==> src/rtl/serial_addsub_pkg.sv <==
// ---------------------------------------------------------------------------
// serial_addsub_pkg : shared state encoding, nibble width, index-width helper
// Revision 1.0
// ---------------------------------------------------------------------------
`default_nettype none

package serial_addsub_pkg;

   typedef enum logic [1:0] {
      IDLE = 2'd0,
      RUN  = 2'd1,
      DONE = 2'd2
   } state_t;

   localparam int NIBBLE_W = 4;

   function automatic int clog2(input int n);
      int r;
      int v;
      r = 0;
      v = n - 1;
      while (v > 0) begin
         r = r + 1;
         v = v >> 1;
      end
      return r;
   endfunction

endpackage

`default_nettype wire

==> src/rtl/serial_addsub_addersubtractor.sv <==
// ---------------------------------------------------------------------------
// addersubtractor : 4-bit combinational adder/subtractor slice (S = A + (B^Cin) + Cin)
// Revision 1.0
// ---------------------------------------------------------------------------
`default_nettype none

module addersubtractor
   import serial_addsub_pkg::*;
(
   input  logic [NIBBLE_W-1:0] a,
   input  logic [NIBBLE_W-1:0] b,
   input  logic                cin,
   output logic [NIBBLE_W-1:0] s,
   output logic                cout,
   output logic                v
);

   logic [NIBBLE_W-1:0] bx;
   logic [NIBBLE_W:0]   sum;

   assign bx   = b ^ {NIBBLE_W{cin}};
   assign sum  = {1'b0, a} + {1'b0, bx} + {{NIBBLE_W{1'b0}}, cin};
   assign s    = sum[NIBBLE_W-1:0];
   assign cout = sum[NIBBLE_W];
   // Overflow: carry into the MSB differs from carry out of it.
   assign v    = cout ^ (a[NIBBLE_W-1] ^ bx[NIBBLE_W-1] ^ sum[NIBBLE_W-1]);

endmodule

`default_nettype wire

==> src/rtl/serial_addsub.sv <==
// ---------------------------------------------------------------------------
// serial_addsub : multi-nibble serial adder/subtractor around one 4-bit slice.
// Optional zero/negative flags with SERIAL_ADDSUB_FLAGS_EN.   Revision 1.0
// ---------------------------------------------------------------------------
`default_nettype none

module serial_addsub
   import serial_addsub_pkg::*;
#(
   parameter int NIBBLES = 4
)(
   input  logic                         clk,
   input  logic                         rst,
   input  logic                         in_valid,
   output logic                         in_ready,
   input  logic [NIBBLES*NIBBLE_W-1:0]  in_a,
   input  logic [NIBBLES*NIBBLE_W-1:0]  in_b,
   input  logic                         in_sub,
   output logic                         out_valid,
   input  logic                         out_ready,
   output logic [NIBBLES*NIBBLE_W-1:0]  out_s,
   output logic                         out_c,
   output logic                         out_v
`ifdef SERIAL_ADDSUB_FLAGS_EN
   ,
   output logic                         out_z,
   output logic                         out_n
`endif
);

   localparam int W  = NIBBLES * NIBBLE_W;
   localparam int KW = (clog2(NIBBLES) > 0) ? clog2(NIBBLES) : 1;
   localparam logic [KW-1:0] LAST_K = KW'(NIBBLES - 1);

   state_t              state;
   state_t              state_nx;
   logic [W-1:0]        a_sh;
   logic [W-1:0]        b_sh;
   logic [W-1:0]        res_nx;
   logic [KW-1:0]       k;
   logic                carry;
   logic                sub;
   logic                last;
   logic [NIBBLE_W-1:0] slice_b;
   logic [NIBBLE_W-1:0] slice_s;
   logic                slice_cout;
   logic                slice_v;

   assign last = (k == LAST_K);
   // Pre-inverting by carry cancels the slice's own B^Cin, so it always sees B or ~B.
   assign slice_b = b_sh[NIBBLE_W-1:0] ^ {NIBBLE_W{sub}} ^ {NIBBLE_W{carry}};

   addersubtractor u_slice (
      .a    (a_sh[NIBBLE_W-1:0]),
      .b    (slice_b),
      .cin  (carry),
      .s    (slice_s),
      .cout (slice_cout),
      .v    (slice_v)
   );

   generate
      if (NIBBLES == 1) begin : g_single
         assign res_nx = slice_s;
      end else begin : g_multi
         // Lower result nibbles enter at the top and shift down, so the
         // final nibble lands the full word in LSB-first order.
         logic [W-NIBBLE_W-1:0] hold;

         always_ff @(posedge clk) begin
            if (rst) begin
               hold <= '0;
            end else if (state == RUN) begin
               hold <= res_nx[W-1:NIBBLE_W];
            end
         end

         assign res_nx = {slice_s, hold};
      end
   endgenerate

   always_ff @(posedge clk) begin
      if (rst) begin
         state <= IDLE;
      end else begin
         state <= state_nx;
      end
   end

   always_comb begin
      state_nx = state;
      case (state)
         IDLE:    if (in_valid)  state_nx = RUN;
         RUN:     if (last)      state_nx = DONE;
         DONE:    if (out_ready) state_nx = IDLE;
         default:                state_nx = IDLE;
      endcase
   end

   always_comb begin
      in_ready  = (state == IDLE);
      out_valid = (state == DONE);
   end

   always_ff @(posedge clk) begin
      if (rst) begin
         a_sh  <= '0;
         b_sh  <= '0;
         k     <= '0;
         carry <= 1'b0;
         sub   <= 1'b0;
         out_s <= '0;
         out_c <= 1'b0;
         out_v <= 1'b0;
`ifdef SERIAL_ADDSUB_FLAGS_EN
         out_z <= 1'b0;
         out_n <= 1'b0;
`endif
      end else begin
         case (state)
            IDLE: begin
               if (in_valid) begin
                  a_sh  <= in_a;
                  b_sh  <= in_b;
                  sub   <= in_sub;
                  carry <= in_sub;
                  k     <= '0;
               end
            end
            RUN: begin
               a_sh  <= a_sh >> NIBBLE_W;
               b_sh  <= b_sh >> NIBBLE_W;
               carry <= slice_cout;
               k     <= k + 1'b1;
               if (last) begin
                  out_s <= res_nx;
                  out_c <= slice_cout;
                  out_v <= slice_v;
`ifdef SERIAL_ADDSUB_FLAGS_EN
                  out_z <= (res_nx == '0);
                  out_n <= res_nx[W-1];
`endif
               end
            end
            default: begin
            end
         endcase
      end
   end

endmodule

`default_nettype wire

==> config.mk <==
export PLATFORM = sky130hd
export DESIGN_NAME = serial_addsub
export DESIGN_NICKNAME = d
export VERILOG_FILES = /design/src/rtl/serial_addsub_pkg.sv /design/src/rtl/serial_addsub_addersubtractor.sv /design/src/rtl/serial_addsub.sv
export SDC_FILE = /design/constraint.sdc
export NUM_CORES = 1
export LEC_CHECK = 0
export ABC_AREA = 1
export CORE_ASPECT_RATIO = 1.5
export CORE_UTILIZATION = 54
export CTS_CLUSTER_DIAMETER = 60
export DETAILED_ROUTE_END_ITERATION = 16
export GPL_TIMING_DRIVEN = 0
export PLACE_DENSITY = 0.84
export SYNTH_ARGS = -nofsm -noshare
export SYNTH_HDL_FRONTEND = slang
export SYNTH_SLANG_ARGS = --single-unit
==> constraint.sdc <==
create_clock -name clk -period 5.07 [get_ports clk]
set_input_delay 0.507 -clock clk [delete_from_list [all_inputs] [get_ports clk]]
set_output_delay 0.507 -clock clk [all_outputs]
set_load 0.03 [all_outputs]
==> run_results.csv, run 1 <==
group,metric,value,unit
timing,timing.final.crit_share,0.430,
route,vias_per_cell,5.33,
grt,antenna_found_initial,0,
finish,layout_commonest_cell,"nand2_1",
route,drc,0,
clocking,cts_tree,"done",
grt,grt-ovfl-total,0,
floorplanning,coreArea,0.00489,sq mm
setup_path,cp_max_fo,7,
run_status,status,"completed",
place,dp_hpwl,5.04,mm
yosys,mappedNetlistArea,0.00278,sq mm
place,gp_congestion,0.848,
route,vias,2676,
route,drt-total-wl,6.97,mm
finish,fin_util,0.735,
clocking,clkTransAtPathRegs,0.07,ns
flow_run,drv_cap,0,
floorplanning,row_count,31,
yosys,yosysSeqAreaShare,0.490,
yosys,synth_fp_nets,406,
route,dr.pass1.iters,4,
yosys,syn_avg_cell_area,7.63,sq um
clocking,post_cts_resized,0,
setup_path,cp.required,5.37,ns
timing,max_freq,0.459,GHz
setup_path,crit_path_end_kind,"register",
worst_hold_path,hp-class,"register to register",
yosys,ys_warn_count,0,
finish,area_growth,29.3,%
finish,layout-drive-gt1-share,0.0803,
timing,tightest_slew,0.627,ns
clocking,clkSinkCount,68,
power,p_leak,1.46,nW
grt,grt_usage,0.284,
clocking,postCtsSetupRepairBufs,0,
clocking,cts_buffers,9,
setup_path,arrival,2.48,ns
clocking,cts-root-buf,"clkbuf_8",
clocking,h-tree-depth,3,
place,portBuffers,56,
timing,skew,0.00694,ns
setup_path,path_class,"register to register",
clocking,postCtsHoldBufs,0,
floorplanning,die_w,60.6,um
floorplanning,start_util,0.569,
floorplanning,ioPinCount,57,
yosys,ys_ff_latch,68,
floorplanning,die_y,89.9,um
route,drtAntennaViolNets,0,
timing,setup_viol_count_final,0,
finish,final_nets,473,
finish,final_cell_mix,"109 x nand2_1, 68 x dfxtp_1, 56 x clkdlybuf4s50_1",
grt,grt_pass1_vias,2598,
clocking,clk-insertion-delay-late,0.35,ns
timing,finalHoldViolCount,0,
setup_path,cp-start-kind,"register",
timing,rsz0062_at_grt,"no",
timing,tns,0,ns
clocking,clk_path_buf_depth,2,
timing,slew_violations,0,
grt,grt_start_max_net_pins,12,
timing,fin_crit,2.18,ns
timing,slew_headroom,0.582,
floorplanning,dieArea,0.00544,sq mm
yosys,synth.distinct_cells,26,
power,power_density,327,mW/mm^2
yosys,syn_inst,364,
route,drtIter0Drc,110,
route,wl_per_cell,13.9,um
power,max-vdd-ir-drop,0.205,mV
finish,diodes,0,
grt,grt_first_pass_wirelength,11.4,mm
-- layer usage --
layer | track usage | wire length [um] | up-vias
met5 | 0 | 0 | -
met4 | 0.148 | 207 | 0
met3 | 0.0647 | 363 | 16
met2 | 0.499 | 3760 | 93
met1 | 0.299 | 2640 | 1233
li1 | - | - | 1334
-- worst max-delay path: stages, from the launching register on --
cell     delay [ns]
dfxtp_1        0.31
buf_4          0.16
inv_1          0.07
nand2_1        0.06
nand3_1        0.10
nand3_1        0.11
nand2_1        0.10
fa_1           0.42
a21o_1         0.17
a21oi_1        0.18
inv_1          0.08
nor2_1         0.13
nand2_1        0.07
nand3_1        0.06
nand2_1        0.05
inv_1          0.06
-- synthesized netlist by cell type --
cell type  count  area (sq um)
nand3b_1       1          7.51
a211oi_1       4          30.0
buf_6          1          11.3
dfxtp_1       68          1360
buf_2         11          55.1
a21oi_1       33           165
nor2_4         1          11.3
nor2_1        16          60.1
inv_1         17          63.8
nor2_2         1          6.26
o21bai_1       1          7.51
ha_1           4          50.1
clkbuf_1      12          45.0
a21o_1         1          7.51
nand3_1        7          35.0
a31oi_1       25           156
nand2_2        1          6.26
fa_1           1          20.0
o21ai_1       16          80.1
nand2_1      109           409
buf_4          1          7.51
o21ai_0       21           105
xor2_1         4          35.0
inv_2          5          18.8
xnor2_1        1          8.76
o21a_1         2          15.0
-- layout make-up --
| cell class | count | area (sq um) |
|---|---|---|
| flip-flops and latches | 68 | 1360 |
| fillers | 428 | 1290 |
| clock inverters | 4 | 25.0 |
| inverters | 22 | 82.6 |
| plain buffers | 25 | 119 |
| repair buffers | 56 | 561 |
| clock buffers | 12 | 145 |
| multi-input cells | 249 | 1220 |
| well taps | 66 | 82.6 |
-- final timing paths --
check / startpoint / endpoint / slack [ns] / cells after the start
hold / removal: a_sh[13]$_SDFFE_PP0P_ / a_sh[13]$_SDFFE_PP0P_ / 0.46 / 2
hold reg to reg: a_sh[13]$_SDFFE_PP0P_ / a_sh[13]$_SDFFE_PP0P_ / 0.46 / 2
setup reg to reg: sub$_SDFFE_PP0P_ / out_v$_SDFFE_PP0P_ / 2.89 / 15
setup / recovery: sub$_SDFFE_PP0P_ / out_v$_SDFFE_PP0P_ / 2.89 / 15
-- sequential cells by signal, indices dropped and copies added (netlist names) --
register and count:
out_s 16, carry 1, a_sh 16, sub 1
state 2, out_v 1, b_sh 16, k 2
out_c 1, g_multi.hold 12
-- stage by stage --
stage	cells	hold slack, ns	power [mW]	instance area, sq um	worst slack, ns
final	502	0.460	1.17	3590	2.89
after global routing	502	0.482	1.22	3590	2.61
after CTS	502	0.464	1.17	3590	2.88
after detailed placement	486	0.454	0.794	3420	2.82
after global placement	486	0.446	0.788	3420	2.88
after floorplan	364	0.433	0.720	2780	3.18
-- power by group --
part	internal, mW	switching, mW	leakage (nW)
combinational	0.0803	0.111	0.825
clock	0.189	0.199	0.0824
sequential	0.571	0.0226	0.558
-- kinds of logic after synthesis --
group | Yosys count | synth area share
buf+inv | 47 | 0.0725
compound gates | 103 | 0.204
flops | 68 | 0.490
xor+xnor | 5 | 0.0158
fa+ha+maj | 5 | 0.0252
simple gates | 136 | 0.193
(Power assumes the default switching activity.)
==> run 2, diff against run 1 <==
Settings changed: CORE_UTILIZATION 54 to 51, PLACE_DENSITY 0.84 to 0.8.
Clock period 5.07 ns to 2.05 ns, I/O delays scaled along.
==> run 2 against run 1 <==
Effect of this change: highest routed layer unchanged; final cell count increased by 1.8%; non-clock buffer count increased by 7; global-route usage decreased by 1.5 points; routed wire length increased by 4.3%; first-iteration DRC count increased by 44%; via count increased by 1.6%; largest cell class unchanged.
==> run_results.csv, run 2 (same netlist as run 1, synthesis figures left out) <==
group,metric,value,unit
clocking,postCtsHoldBufs,0,
grt,grt_usage,0.269,
timing,fin_crit,2.03,ns
setup_path,cp_max_fo,7,
place,dp_hpwl,5.05,mm
grt,grt-ovfl-total,0,
power,p_int,2.17,mW
timing,setup_viol_count_final,0,
power,clkPwrFrac,0.343,
power,p_leak,1.51,nW
finish,multi_input_area,0.00125,sq mm
timing,rsz0062_at_grt,"yes",
worst_hold_path,hp-class,"primary input to register",
setup_path,cp_num_buf_inv,4,
run_status,status,"completed",
finish,layout_commonest_cell,"nand2_1",
power,power.share.switching,0.278,
finish,final_nets,480,
clocking,cts_tree,"done",
clocking,clk-insertion-delay-late,0.36,ns
finish,reg_top3,"a_sh: 16 flops, b_sh: 16 flops, out_s: 16 flops",
setup_path,cp-startpoint,"sub$_SDFFE_PP0P_",
route,dr_wl_met2,3.97,mm
route,wl_met3,351,um
route,dr.pass1.iters,5,
finish,fill_cells,448,
grt,grt_pass1_vias,2617,
finish,layout-drive-gt1-share,0.120,
floorplanning,ioPinCount,57,
finish,diodes,0,
route,drt-total-wl,7.27,mm
timing,skew,0.00864,ns
setup_path,crit_family,"simple AND/OR/NAND/NOR gates",
place,gp_congestion,0.847,
route,wl_per_cell,14.2,um
grt,grt_start_max_net_pins,11,
power,max-vdd-ir-drop,0.537,mV
timing,max_freq,0.493,GHz
worst_hold_path,min_path_cells,3,
floorplanning,start_util,0.534,
clocking,cts-root-buf,"clkbuf_8",
timing,finalHoldViolCount,0,
grt,grt_first_pass_wirelength,11.8,mm
clocking,clkTransAtPathRegs,0.07,ns
setup_path,r2r_cells,15,
place,dpl_worst_slack,-0.0850,ns
timing,tightest_slew,0.605,ns
setup_path,ff2ff_setup_slack,0.02,ns
route,vias,2718,
route,drtAntennaViolNets,0,
timing,timing.final.crit_share,0.989,
floorplanning,coreArea,0.00520,sq mm
route,vias_per_cell,5.32,
setup_path,cp-start-kind,"register",
worst_hold_path,hp-start,"in_a[15]",
finish,area_growth,33.3,%
timing,slew_violations,0,
route,highest_layer,"met4",
timing,slew_headroom,0.596,
place,portBuffers,56,
finish,final-seq-area,0.00136,sq mm
setup_path,timing.critical_path.cells,"buf_6, inv_4, nand2_2, nand3b_1, nand3_2, nand2_2, fa_2, a21o_1, a21oi_2, inv_1, nor2_2, nand2_1, nand3_1, nand2_1, inv_1",
floorplanning,die_y,92.4,um
timing,tns,0,ns
finish,final_cell_mix,"106 x nand2_1, 66 x dfxtp_1, 56 x clkdlybuf4s50_1",
setup_path,r2r_end,"out_v$_SDFFE_PP0P_",
power,combinationalPowerShare,0.168,
setup_path,crit_path_end_kind,"register",
setup_path,slowest_stage,"fa_2",
clocking,h-tree-depth,3,
setup_path,path_class,"register to register",
timing,setup_ws,0.0226,ns
grt,antenna_found_initial,0,
route,drtIter0Drc,158,
power,p_sw,835,uW
floorplanning,row_count,32,
clocking,cts_buffers,9,
worst_hold_path,hold_end,"a_sh[15]$_SDFFE_PP0P_",
route,drc,0,
floorplanning,dieArea,0.00575,sq mm
setup_path,r2r_start,"sub$_SDFFE_PP0P_",
clocking,clkSinkCount,68,
route,met1_length,2.71,mm
floorplanning,die_w,62.3,um
clocking,clk_path_buf_depth,2,
power,power_density,812,mW/mm^2
setup_path,arrival,2.33,ns
setup_path,crit_path_max_incr_delay,0.39,ns
setup_path,cp.required,2.35,ns
power,seq_power_share,0.489,
flow_run,drv_cap,0,
run 2: repair_timing:
| item | 4_1_cts | 5_1_grt |
|---|---|---|
| cloned | 0 | 0 |
| setup endpoints to repair | 1 | 3 |
| setup buffers | 0 | 7 |
| gates resized for setup | 2 | 13 |
| pin swaps | 0 | 8 |
run 2: worst reg2reg max path: stages (launching register included):
cell      delay [ns]
dfxtp_2         0.33
buf_6           0.13
inv_4           0.04
nand2_2         0.04
nand3b_1        0.10
nand3_2         0.09
nand2_2         0.07
fa_2            0.40
a21o_1          0.20
a21oi_2         0.16
inv_1           0.08
nor2_2          0.12
nand2_1         0.06
nand3_1         0.06
nand2_1         0.05
inv_1           0.06
run 2: how the worst max path moves through the flow:
stage	end	slack, ns	cells after the start
after floorplan	out_v$_SDFFE_PP0P_	0.16	15
after global placement	out_v$_SDFFE_PP0P_	-0.02	15
after detailed placement	out_v$_SDFFE_PP0P_	-0.09	15
after CTS	out_v$_SDFFE_PP0P_	0.002	15
after global routing	out_v$_SDFFE_PP0P_	-0.14	15
final	out_v$_SDFFE_PP0P_	0.02	15
run 2: cell type report:
cell class | instances | share of cell area
Inverter | 22 | 0.0230
Sequential cell | 68 | 0.368
Buffer | 25 | 0.0331
Timing Repair Buffer | 63 | 0.166
Clock inverter | 1 | 0.00135
Tap cell | 68 | 0.0230
Multi-Input combinational cell | 249 | 0.338
Clock buffer | 15 | 0.0476
run 2: power by group through the flow:
stage / Clock (mW) / Combinational [mW] / Sequential [mW]
CTS: 1.02 / 0.479 / 1.47
detailed placement: 0 / 0.469 / 1.50
global route: 1.08 / 0.560 / 1.48
floorplan: 0 / 0.299 / 1.48
global placement: 0 / 0.459 / 1.49
finish: 1.03 / 0.506 / 1.47
run 2: stage by stage:
stage,util,cell area (sq um),hold slack (ns),instances,total power [mW]
floorplan,-,2780,0.353,364,1.78
global placement,0.658,3420,0.447,488,1.95
detailed placement,0.658,3420,0.454,488,1.96
CTS,0.694,3610,0.410,504,2.97
global route,0.712,3700,0.442,511,3.12
finish,0.712,3700,0.408,511,3.01
run 2: per-layer routing:
metal,up-vias,track usage
li1,1355,-
met1,1249,0.272
met2,94,0.504
met3,20,0.0493
met4,0,0.169
met5,-,0
